`src/rtl/mem_stage.sv`:
```
// Memory-access stage with MEM/WB register.
// Drives a valid/ready data bus, aligns stores, extends loads.
module mem_stage #(
  parameter int TIMEOUT = 16,
  parameter int CNT_W   = 5
) (
  input  logic        CLK,
  input  logic        Reset,
  input  logic        memReadIn,
  input  logic        memWriteIn,
  input  logic [2:0]  memSizeIn,
  input  logic        regWriteIn,
  input  logic [1:0]  wbSelIn,
  input  logic [31:0] resultIn,
  input  logic [31:0] Data2In,
  input  logic [31:0] Imm32In,
  input  logic [31:0] retAddrIn,
  input  logic [4:0]  rdIn,
  output logic        dmem_req,
  output logic        dmem_we,
  output logic [31:0] dmem_addr,
  output logic [3:0]  dmem_be,
  output logic [31:0] dmem_wdata,
  input  logic        dmem_ready,
  input  logic [31:0] dmem_rdata,
  output logic        stall,
  output logic        misalign,
  output logic        bus_err,
  output logic        regWriteOut,
  output logic [4:0]  rdOut,
  output logic [31:0] wbDataOut
);

  typedef enum logic {IDLE, ACCESS} state_e;

  state_e      state_q, state_d;
  logic [CNT_W-1:0] cnt_q, cnt_d;
  logic        req_q, req_d;
  logic        we_q, we_d;
  logic [31:0] addr_q, addr_d;
  logic [3:0]  be_q, be_d;
  logic [31:0] wdata_q, wdata_d;
  logic [2:0]  size_q, size_d;
  logic [1:0]  off_q, off_d;
  logic        ld_wb_q, ld_wb_d;
  logic [31:0] alt_wb_q, alt_wb_d;
  logic        rw_c_q, rw_c_d;
  logic [4:0]  rd_c_q, rd_c_d;
  logic        misalign_q, misalign_d;
  logic        bus_err_q, bus_err_d;
  logic        reg_write_q, reg_write_d;
  logic [4:0]  rd_q, rd_d;
  logic [31:0] wb_data_q, wb_data_d;

  logic        mem_op;
  logic        aligned;
  logic        stall_c;
  logic [3:0]  be_c;
  logic [31:0] wdata_c;
  logic [31:0] wb_mux;
  logic [7:0]  byte_sel;
  logic [15:0] half_sel;
  logic [31:0] ld_ext;

  always_comb begin
    mem_op = memReadIn | memWriteIn;
    be_c = 4'b1111;
    wdata_c = Data2In;
    aligned = (resultIn[1:0] == 2'b00);
    unique case (memSizeIn[1:0])
      2'b00: begin
        aligned = 1'b1;
        be_c = 4'b0001 << resultIn[1:0];
        wdata_c = {4{Data2In[7:0]}};
      end
      2'b01: begin
        aligned = ~resultIn[0];
        be_c = 4'b0011 << resultIn[1:0];
        wdata_c = {2{Data2In[15:0]}};
      end
      default: ;
    endcase
  end

  always_comb begin
    wb_mux = resultIn;
    unique case (wbSelIn)
      2'b10: wb_mux = retAddrIn;
      2'b11: wb_mux = Imm32In;
      default: wb_mux = resultIn;
    endcase
  end

  always_comb begin
    byte_sel = dmem_rdata[{off_q, 3'b000} +: 8];
    half_sel = off_q[1] ? dmem_rdata[31:16] : dmem_rdata[15:0];
    ld_ext = dmem_rdata;
    unique case (size_q[1:0])
      2'b00: ld_ext = {{24{~size_q[2] & byte_sel[7]}}, byte_sel};
      2'b01: ld_ext = {{16{~size_q[2] & half_sel[15]}}, half_sel};
      default: ld_ext = dmem_rdata;
    endcase
  end

  always_comb begin
    state_d     = state_q;
    cnt_d       = cnt_q;
    req_d       = req_q;
    we_d        = we_q;
    addr_d      = addr_q;
    be_d        = be_q;
    wdata_d     = wdata_q;
    size_d      = size_q;
    off_d       = off_q;
    ld_wb_d     = ld_wb_q;
    alt_wb_d    = alt_wb_q;
    rw_c_d      = rw_c_q;
    rd_c_d      = rd_c_q;
    misalign_d  = 1'b0;
    bus_err_d   = 1'b0;
    reg_write_d = 1'b0;
    rd_d        = 5'd0;
    wb_data_d   = wb_data_q;
    stall_c     = 1'b0;
    case (state_q)
      IDLE: begin
        if (mem_op && aligned) begin
          stall_c  = 1'b1;
          state_d  = ACCESS;
          cnt_d    = '0;
          req_d    = 1'b1;
          we_d     = memWriteIn;
          addr_d   = {resultIn[31:2], 2'b00};
          be_d     = be_c;
          wdata_d  = wdata_c;
          size_d   = memSizeIn;
          off_d    = resultIn[1:0];
          ld_wb_d  = memReadIn & (wbSelIn == 2'b01);
          alt_wb_d = wb_mux;
          rw_c_d   = regWriteIn;
          rd_c_d   = rdIn;
        end else if (mem_op) begin
          misalign_d = 1'b1;
        end else begin
          reg_write_d = regWriteIn & (rdIn != 5'd0);
          rd_d        = rdIn;
          wb_data_d   = wb_mux;
        end
      end
      ACCESS: begin
        stall_c = 1'b1;
        if (dmem_ready) begin
          state_d     = IDLE;
          req_d       = 1'b0;
          we_d        = 1'b0;
          reg_write_d = rw_c_q & (rd_c_q != 5'd0);
          rd_d        = rd_c_q;
          wb_data_d   = ld_wb_q ? ld_ext : alt_wb_q;
        end else if (cnt_q == CNT_W'(TIMEOUT - 1)) begin
          state_d   = IDLE;
          req_d     = 1'b0;
          we_d      = 1'b0;
          bus_err_d = 1'b1;
        end else begin
          cnt_d = cnt_q + 1'b1;
        end
      end
      default: state_d = IDLE;
    endcase
  end

  always_ff @(posedge CLK) begin
    if (Reset) begin
      state_q     <= IDLE;
      cnt_q       <= '0;
      req_q       <= 1'b0;
      we_q        <= 1'b0;
      addr_q      <= '0;
      be_q        <= '0;
      wdata_q     <= '0;
      size_q      <= '0;
      off_q       <= '0;
      ld_wb_q     <= 1'b0;
      alt_wb_q    <= '0;
      rw_c_q      <= 1'b0;
      rd_c_q      <= '0;
      misalign_q  <= 1'b0;
      bus_err_q   <= 1'b0;
      reg_write_q <= 1'b0;
      rd_q        <= '0;
      wb_data_q   <= '0;
    end else begin
      state_q     <= state_d;
      cnt_q       <= cnt_d;
      req_q       <= req_d;
      we_q        <= we_d;
      addr_q      <= addr_d;
      be_q        <= be_d;
      wdata_q     <= wdata_d;
      size_q      <= size_d;
      off_q       <= off_d;
      ld_wb_q     <= ld_wb_d;
      alt_wb_q    <= alt_wb_d;
      rw_c_q      <= rw_c_d;
      rd_c_q      <= rd_c_d;
      misalign_q  <= misalign_d;
      bus_err_q   <= bus_err_d;
      reg_write_q <= reg_write_d;
      rd_q        <= rd_d;
      wb_data_q   <= wb_data_d;
    end
  end

  assign dmem_req    = req_q;
  assign dmem_we     = we_q;
  assign dmem_addr   = addr_q;
  assign dmem_be     = be_q;
  assign dmem_wdata  = wdata_q;
  assign stall       = stall_c;
  assign misalign    = misalign_q;
  assign bus_err     = bus_err_q;
  assign regWriteOut = reg_write_q;
  assign rdOut       = rd_q;
  assign wbDataOut   = wb_data_q;

endmodule
```
`config.mk`:
```
export PLATFORM = sky130hd
export DESIGN_NAME = mem_stage
export DESIGN_NICKNAME = d
export VERILOG_FILES = /design/src/rtl/mem_stage.sv
export SDC_FILE = /design/constraint.sdc
export NUM_CORES = 1
export LEC_CHECK = 0
export CAP_MARGIN = 20
export CORE_MARGIN = 5
export CORE_UTILIZATION = 40
export DETAILED_ROUTE_END_ITERATION = 10
export GPL_TIMING_DRIVEN = 1
export PLACE_DENSITY = 0.78
export RECOVER_POWER = 25
export SYNTH_ARGS = -nofsm -noshare
export SYNTH_HDL_FRONTEND = slang
export SYNTH_SLANG_ARGS = --single-unit
```
`constraint.sdc`:
```
create_clock -name CLK -period 2.6 [get_ports CLK]
set_clock_uncertainty 0.15 [all_clocks]
set_input_delay 0.52 -clock CLK [delete_from_list [all_inputs] [get_ports CLK]]
set_output_delay 0.52 -clock CLK [all_outputs]
set_load 0.03 [all_outputs]
```
==> flow_summary.yaml, run 1 <==
placed_design:
  hpwl_um: 21500
  place.gp.congestion: 0.932
  portBuffers: 284
  dp_cells: 1525
critical_path:
  r2r_slack_ns: 0.31
  critPathMaxStageDelay_ns: 0.64
  critPathKind: "in -> out"
  path_max_fanout: 8
  worstReg2RegStart: "state_q"
  path_cells: "clkdlybuf4s50_1, a21oi_1, o22ai_1, nand2_1, buf_12"
  timing.rr.end: "wbDataOut[13]"
  critPathLaunchType: "input port"
  reg2regPathDepth: 5
  cp_slowest_cell: "clkdlybuf4s50_1"
  critical_path_required_ns: 1.93
  cp.arrival_ns: 1.89
  setup.worst_path.end_class: "output port"
final_layout:
  drive_gt1_share_pct: 8.86
  stdcell_count: 1559
  fin_nets: 1452
  area_growth_syn_to_layout_pct: 44.3
synthesis:
  syn_area_mm2: 0.00829
  postSynth.asyncResetShare_pct: 0
  ys_ff_latch: 158
  synth_edf_count: 0
  syn_avg_cell_area_um2: 8.16
  ys.flop_type: "dfxtp_1"
  netlist_instances: 1016
  synth_warnings: 0
  ys_seq_area_share_pct: 38.1
  ys_types: 70
global_routing:
  grt_max_degree: 89
  grt_overflow_total: 0
  grt_first_pass_wirelength_um: 45500
  gr-usage-all-layers_pct: 23.6
  grt_pass1_vias: 8371
  antenna_found_initial: 3
clocking:
  root_buffer: "clkbuf_16"
  clkTransAtPathRegs_ns: 0.06
  cts.path.max_buffers: 2
  cts_resized: 0
  post_cts_buffers: 0
  clkLatencyLatePin_ns: 0.42
  ctsHoldBuffers: 0
  clock_sinks: 158
  numCtsBuffers: 17
  cts_max_level: 4
  cts_tree: "yes"
power_and_ir_drop:
  peakVddDrop_mv: 0.476
  p_per_area_mw_per_mm2: 613
  p_leak_nw: 4.46
routing:
  top_layer_used: "met5"
  firstDrtPassIters: 5
  dr_total_vias: 8655
  initialDrtViolationCount: 721
  met2_length_um: 13900
  drt.antenna.violating_nets: 0
  met1_length_um: 11800
  wirelength_um: 29300
  routed_via_density: 5.55
  drc: 0
  routedWlPerCell_um: 18.8
  met3_length_um: 2880
floorplan:
  die_h_um: 154
  die-width_um: 154
  core-area_mm2: 0.0203
  initial_core_util_pct: 40.9
  die_area_mm2: 0.0237
  ios: 287
  row_count: 52
worst_hold_path:
  worst_hold_path.endpoint: "dmem_addr[11]"
  holdCritPathClass: "reg -> reg"
  whs_path_depth: 2
  worstHoldStart: "dmem_addr[11]"
timing:
  rsz0062_at_grt: "false"
  timing.setup.tns_ns: 0
  hold_viol: 0
  fin_crit_sh_pct: 98.5
  setup_viol: 0
  worst_pin_slew_ns: 0.826
  drv_slew: 0
  fmax_mhz: 390
  fin_crit_ns: 2.56
  maxSlewHeadroom_pct: 44.9
run_status:
  outcome: "finished, final reports clean"
flow_run:
  maxCapViolCount: 0
[flip-flops by register name, indices dropped and copies added, names as in the netlist, 2 cells and up]
register	count
alt_wb_q	32
rdOut	5
cnt_q	5
size_q	3
dmem_wdata	32
dmem_addr	30
rd_c_q	5
off_q	2
dmem_be	4
wbDataOut	32
[worst max-delay path by stage]
| stage | start | to | slack [ns] | depth (start not counted) |
|---|---|---|---|---|
| after floorplan | memSizeIn[1] | stall | 0.49 | 4 |
| after global routing | resultIn[0] | dmem_wdata[24] | 0.008 | 6 |
| final | resultIn[1] | stall | 0.04 | 5 |
| after CTS | memSizeIn[1] | stall | 0.10 | 5 |
| after global placement | memSizeIn[1] | cnt_q[1] | 0.13 | 6 |
| after detailed placement | memSizeIn[1] | dmem_wdata[18] | 0.07 | 6 |
[layer usage]
| layer | vias up | track usage [%] |
|---|---|---|
| li1 | 4148 | - |
| met1 | 4066 | 29.3 |
| met2 | 385 | 38.4 |
| met3 | 54 | 8.12 |
| met4 | 2 | 7.53 |
| met5 | - | 0 |
[cells in the mapped netlist (3+ instances only)]
library cell	number	area [um2]
nand2_1	162	608
dfxtp_1	158	3160
a21oi_1	102	510
nor2_1	101	379
mux2i_1	54	541
o21ai_0	41	205
a211oi_1	38	285
clkbuf_1	38	143
nor2b_1	27	169
buf_2	24	120
inv_1	20	75.1
mux2_2	15	169
buf_6	14	158
o22ai_1	14	87.6
a311oi_1	13	114
a31oi_1	13	81.3
buf_4	13	97.6
nand2b_1	13	81.3
a221oi_1	11	96.3
nor3_1	11	55.1
o31ai_1	11	82.6
a22oi_1	10	75.1
o21bai_1	10	75.1
a32o_1	7	70.1
o221ai_1	7	61.3
a211o_1	6	52.6
a41o_1	6	60.1
and3b_1	6	52.6
o2bb2ai_1	6	52.6
or4_1	5	37.5
a311oi_2	4	60.1
and3_1	3	18.8
nand4b_1	3	26.3
nor2_2	3	18.8
o2111ai_1	3	26.3
o211ai_1	3	22.5
[area by class of cell]
class / instances / area, um2
Inverter: 21 / 78.8
Fill cell: 1818 / 8330
Multi-Input combinational cell: 745 / 4520
Antenna cell: 2 / 5.00
Clock buffer: 20 / 447
Tap cell: 270 / 338
Timing Repair Buffer: 331 / 3230
Sequential cell: 158 / 3160
Clock inverter: 12 / 184
[report_power, final]
group,internal (W),switching [W]
clock,0.00164,0.00105
combinational,0.000853,0.00105
sequential,0.00262,0.000125
[layout by cell type, fill, tap and decap left out, drive strengths merged, types with 22 or more instances in the layout]
cell type	count
a211oi	39
a21oi	103
buf	41
clkbuf	30
clkdlybuf4s50	267
dfxtp	158
inv	22
mux2i	54
nand2	163
nor2	104
nor2b	27
o21ai	42
[worst max-delay path: cells and delay by family]
family          cells  cell delay (ns)
buf+inv             2             0.81
simple gates        1             0.17
compound gates      2             0.39
[cell families (layout without fill, tap and decap cells)]
family	Yosys count	after routing	share of synthesized area, %
other cells	1	4	0.0452
compound gates	319	319	26.2
buf+inv	114	384	7.44
simple gates	351	351	19.1
xor+xnor	2	2	0.211
mux	69	69	8.55
flops	158	158	38.1
fa+ha+maj	2	2	0.302
[stage by stage]
step                      utilization, %  setup slack, ns  hold WS, ns  power [W]  area [um2]
after global routing                59.0          0.00836        0.327    0.00766       12000
after CTS                           59.4            0.102        0.306    0.00740       12100
after detailed placement            56.3           0.0714        0.299    0.00472       11400
final                               59.0           0.0388        0.302    0.00733       12000
after global placement              56.3            0.129        0.288    0.00469       11400
after floorplan                        -            0.493        0.282    0.00387        8300
No activity file was read; power rests on OpenSTA's default activity.
==> run 2: changes to the inputs <==
--- a/config.mk
+++ b/config.mk
@@ -7,9 +7,9 @@
 export LEC_CHECK = 0
 export CAP_MARGIN = 20
-export CORE_MARGIN = 5
+export CORE_MARGIN = 8
 export CORE_UTILIZATION = 40
 export DETAILED_ROUTE_END_ITERATION = 10
 export GPL_TIMING_DRIVEN = 1
-export PLACE_DENSITY = 0.78
+export PLACE_DENSITY = 0.81
 export RECOVER_POWER = 25
 export SYNTH_ARGS = -nofsm -noshare
==> constraint.sdc (replaced) <==
create_clock -name CLK -period 2.1 [get_ports CLK]
set_clock_uncertainty 0.15 [all_clocks]
set_input_delay 0.42 -clock CLK [delete_from_list [all_inputs] [get_ports CLK]]
set_output_delay 0.42 -clock CLK [all_outputs]
set_load 0.01 [all_outputs]
==> flow_summary.yaml, run 2 (same netlist as run 1, synthesis figures left out) <==
run_status:
  outcome: "finished, final reports clean"
clocking:
  clock_sinks: 158
  cts_max_level: 4
  clkTransAtPathRegs_ns: 0.07
  numCtsBuffers: 17
  root_buffer: "clkbuf_16"
  clkLatencyLatePin_ns: 0.42
  ctsHoldBuffers: 0
  cts_tree: "yes"
  cts.path.max_buffers: 2
routing:
  wirelength_um: 31500
  firstDrtPassIters: 5
  routedWlPerCell_um: 19.6
  routed_via_density: 5.56
  drc: 0
  dr_total_vias: 8948
  initialDrtViolationCount: 725
  drt.antenna.violating_nets: 0
final_layout:
  fin_nets: 1507
  fin_area_mm2: 0.0125
  final_cell_mix: "246 x clkdlybuf4s50_1, 162 x nand2_1, 157 x dfxtp_1"
  area_growth_syn_to_layout_pct: 50.6
  final_util_pct: 61.5
  diodes: 0
  drive_gt1_share_pct: 13.1
  final_common_cell: "clkdlybuf4s50_1"
global_routing:
  grt_overflow_total: 0
  gr-usage-all-layers_pct: 23.7
  grt_pass1_vias: 8990
  antenna_found_initial: 0
  grt_first_pass_wirelength_um: 49400
  grt_max_degree: 41
timing:
  fmax_mhz: 484
  worst_slack_ns: 0.0328
  worst_pin_slew_ns: 0.555
  maxSlewHeadroom_pct: 62.8
  setup_viol: 0
  fin_crit_ns: 2.07
  drv_slew: 0
  hold_viol: 0
  fin_crit_sh_pct: 98.4
floorplan:
  core-area_mm2: 0.0203
  row_count: 52
  die_area_mm2: 0.0256
  ios: 287
  die-width_um: 160
  initial_core_util_pct: 40.9
  die_h_um: 160
critical_path:
  path_max_fanout: 2
  timing.rr.end: "wbDataOut[9]"
  reg2regPathDepth: 5
  cp_top_family: "buffers and inverters"
  cp.depth: 5
  worstReg2RegStart: "off_q[1]"
  r2r_slack_ns: 0.12
  critical_path_required_ns: 1.53
  setup.worst_path.end_class: "output port"
  critPathLaunchType: "input port"
  critPathMaxStageDelay_ns: 0.45
  cp-endpoint: "stall"
  cp_slowest_cell: "clkdlybuf4s50_1"
  cp-startpoint: "resultIn[1]"
  critPathKind: "in -> out"
  path_cells: "clkdlybuf4s50_1, a21oi_2, o22ai_2, nand2_1, clkdlybuf4s15_1"
  cp.arrival_ns: 1.50
  path_buf_inv: 2
placed_design:
  place.gp.congestion: 0.885
  portBuffers: 284
  dpl_cell_area_mm2: 0.0119
  pre_cts_slack_ns: -0.330
  hpwl_um: 23900
flow_run:
  maxCapViolCount: 0
power_and_ir_drop:
  p_leak_nw: 4.83
  peakVddDrop_mv: 0.578
  total_power_w: 0.00889
  p_per_area_mw_per_mm2: 712
worst_hold_path:
  holdCritPathClass: "in -> reg"
## run 2: repair_timing
| item | 4_1_cts | 5_1_grt |
|---|---|---|
| pin swaps | 0 | 1 |
| hold endpoints to repair | 0 | 0 |
| resized for setup | 4 | 4 |
| endpoints found under the setup margin | 1 | 4 |
| buffers inserted | 0 | 1 |
## run 2: how the worst min path moves through the flow
stage,startpoint,endpoint,slack [ns],cells after the start
3_3_place_gp,alt_wb_q[22],alt_wb_q[22],0.29,2
2_1_floorplan,alt_wb_q[15],alt_wb_q[15],0.28,2
5_1_grt,Reset,cnt_q[0],0.23,2
6_report,Reset,cnt_q[0],0.23,2
3_5_place_dp,alt_wb_q[20],alt_wb_q[20],0.29,2
4_1_cts,Reset,cnt_q[0],0.20,2
## run 2: through the flow
stage               hold slack (ns)  std cells  setup TNS (ns)
floorplan                     0.282       1017               0
global placement              0.290       1579          -19.50
detailed placement            0.294       1579          -27.57
CTS                           0.201       1609               0
global route                  0.232       1610         -0.0176
finish                        0.230       1610               0
## run 2: final cells by class
type | count | area [um2]
well taps | 270 | 338
flip-flops and latches | 158 | 3160
repair buffers | 386 | 3760
multi-input cells | 745 | 4550
fillers | 1741 | 7810
inverters | 21 | 78.8
clock buffers | 18 | 439
clock inverters | 12 | 160
## run 2: routing by layer
metal	vias up	share of wire (%)	track usage (%)
li1	4265	-	-
met1	4184	41	28.9
met2	442	47	39.4
met3	57	9.0	6.84
met4	0	2.7	7.56
met5	-	0	0
## run 2: power by group
part	internal (W)	total, W	switching (W)
Sequential	0.00324	0.00338	0.000142
Clock	0.00190	0.00323	0.00132
Combinational	0.00118	0.00228	0.00110
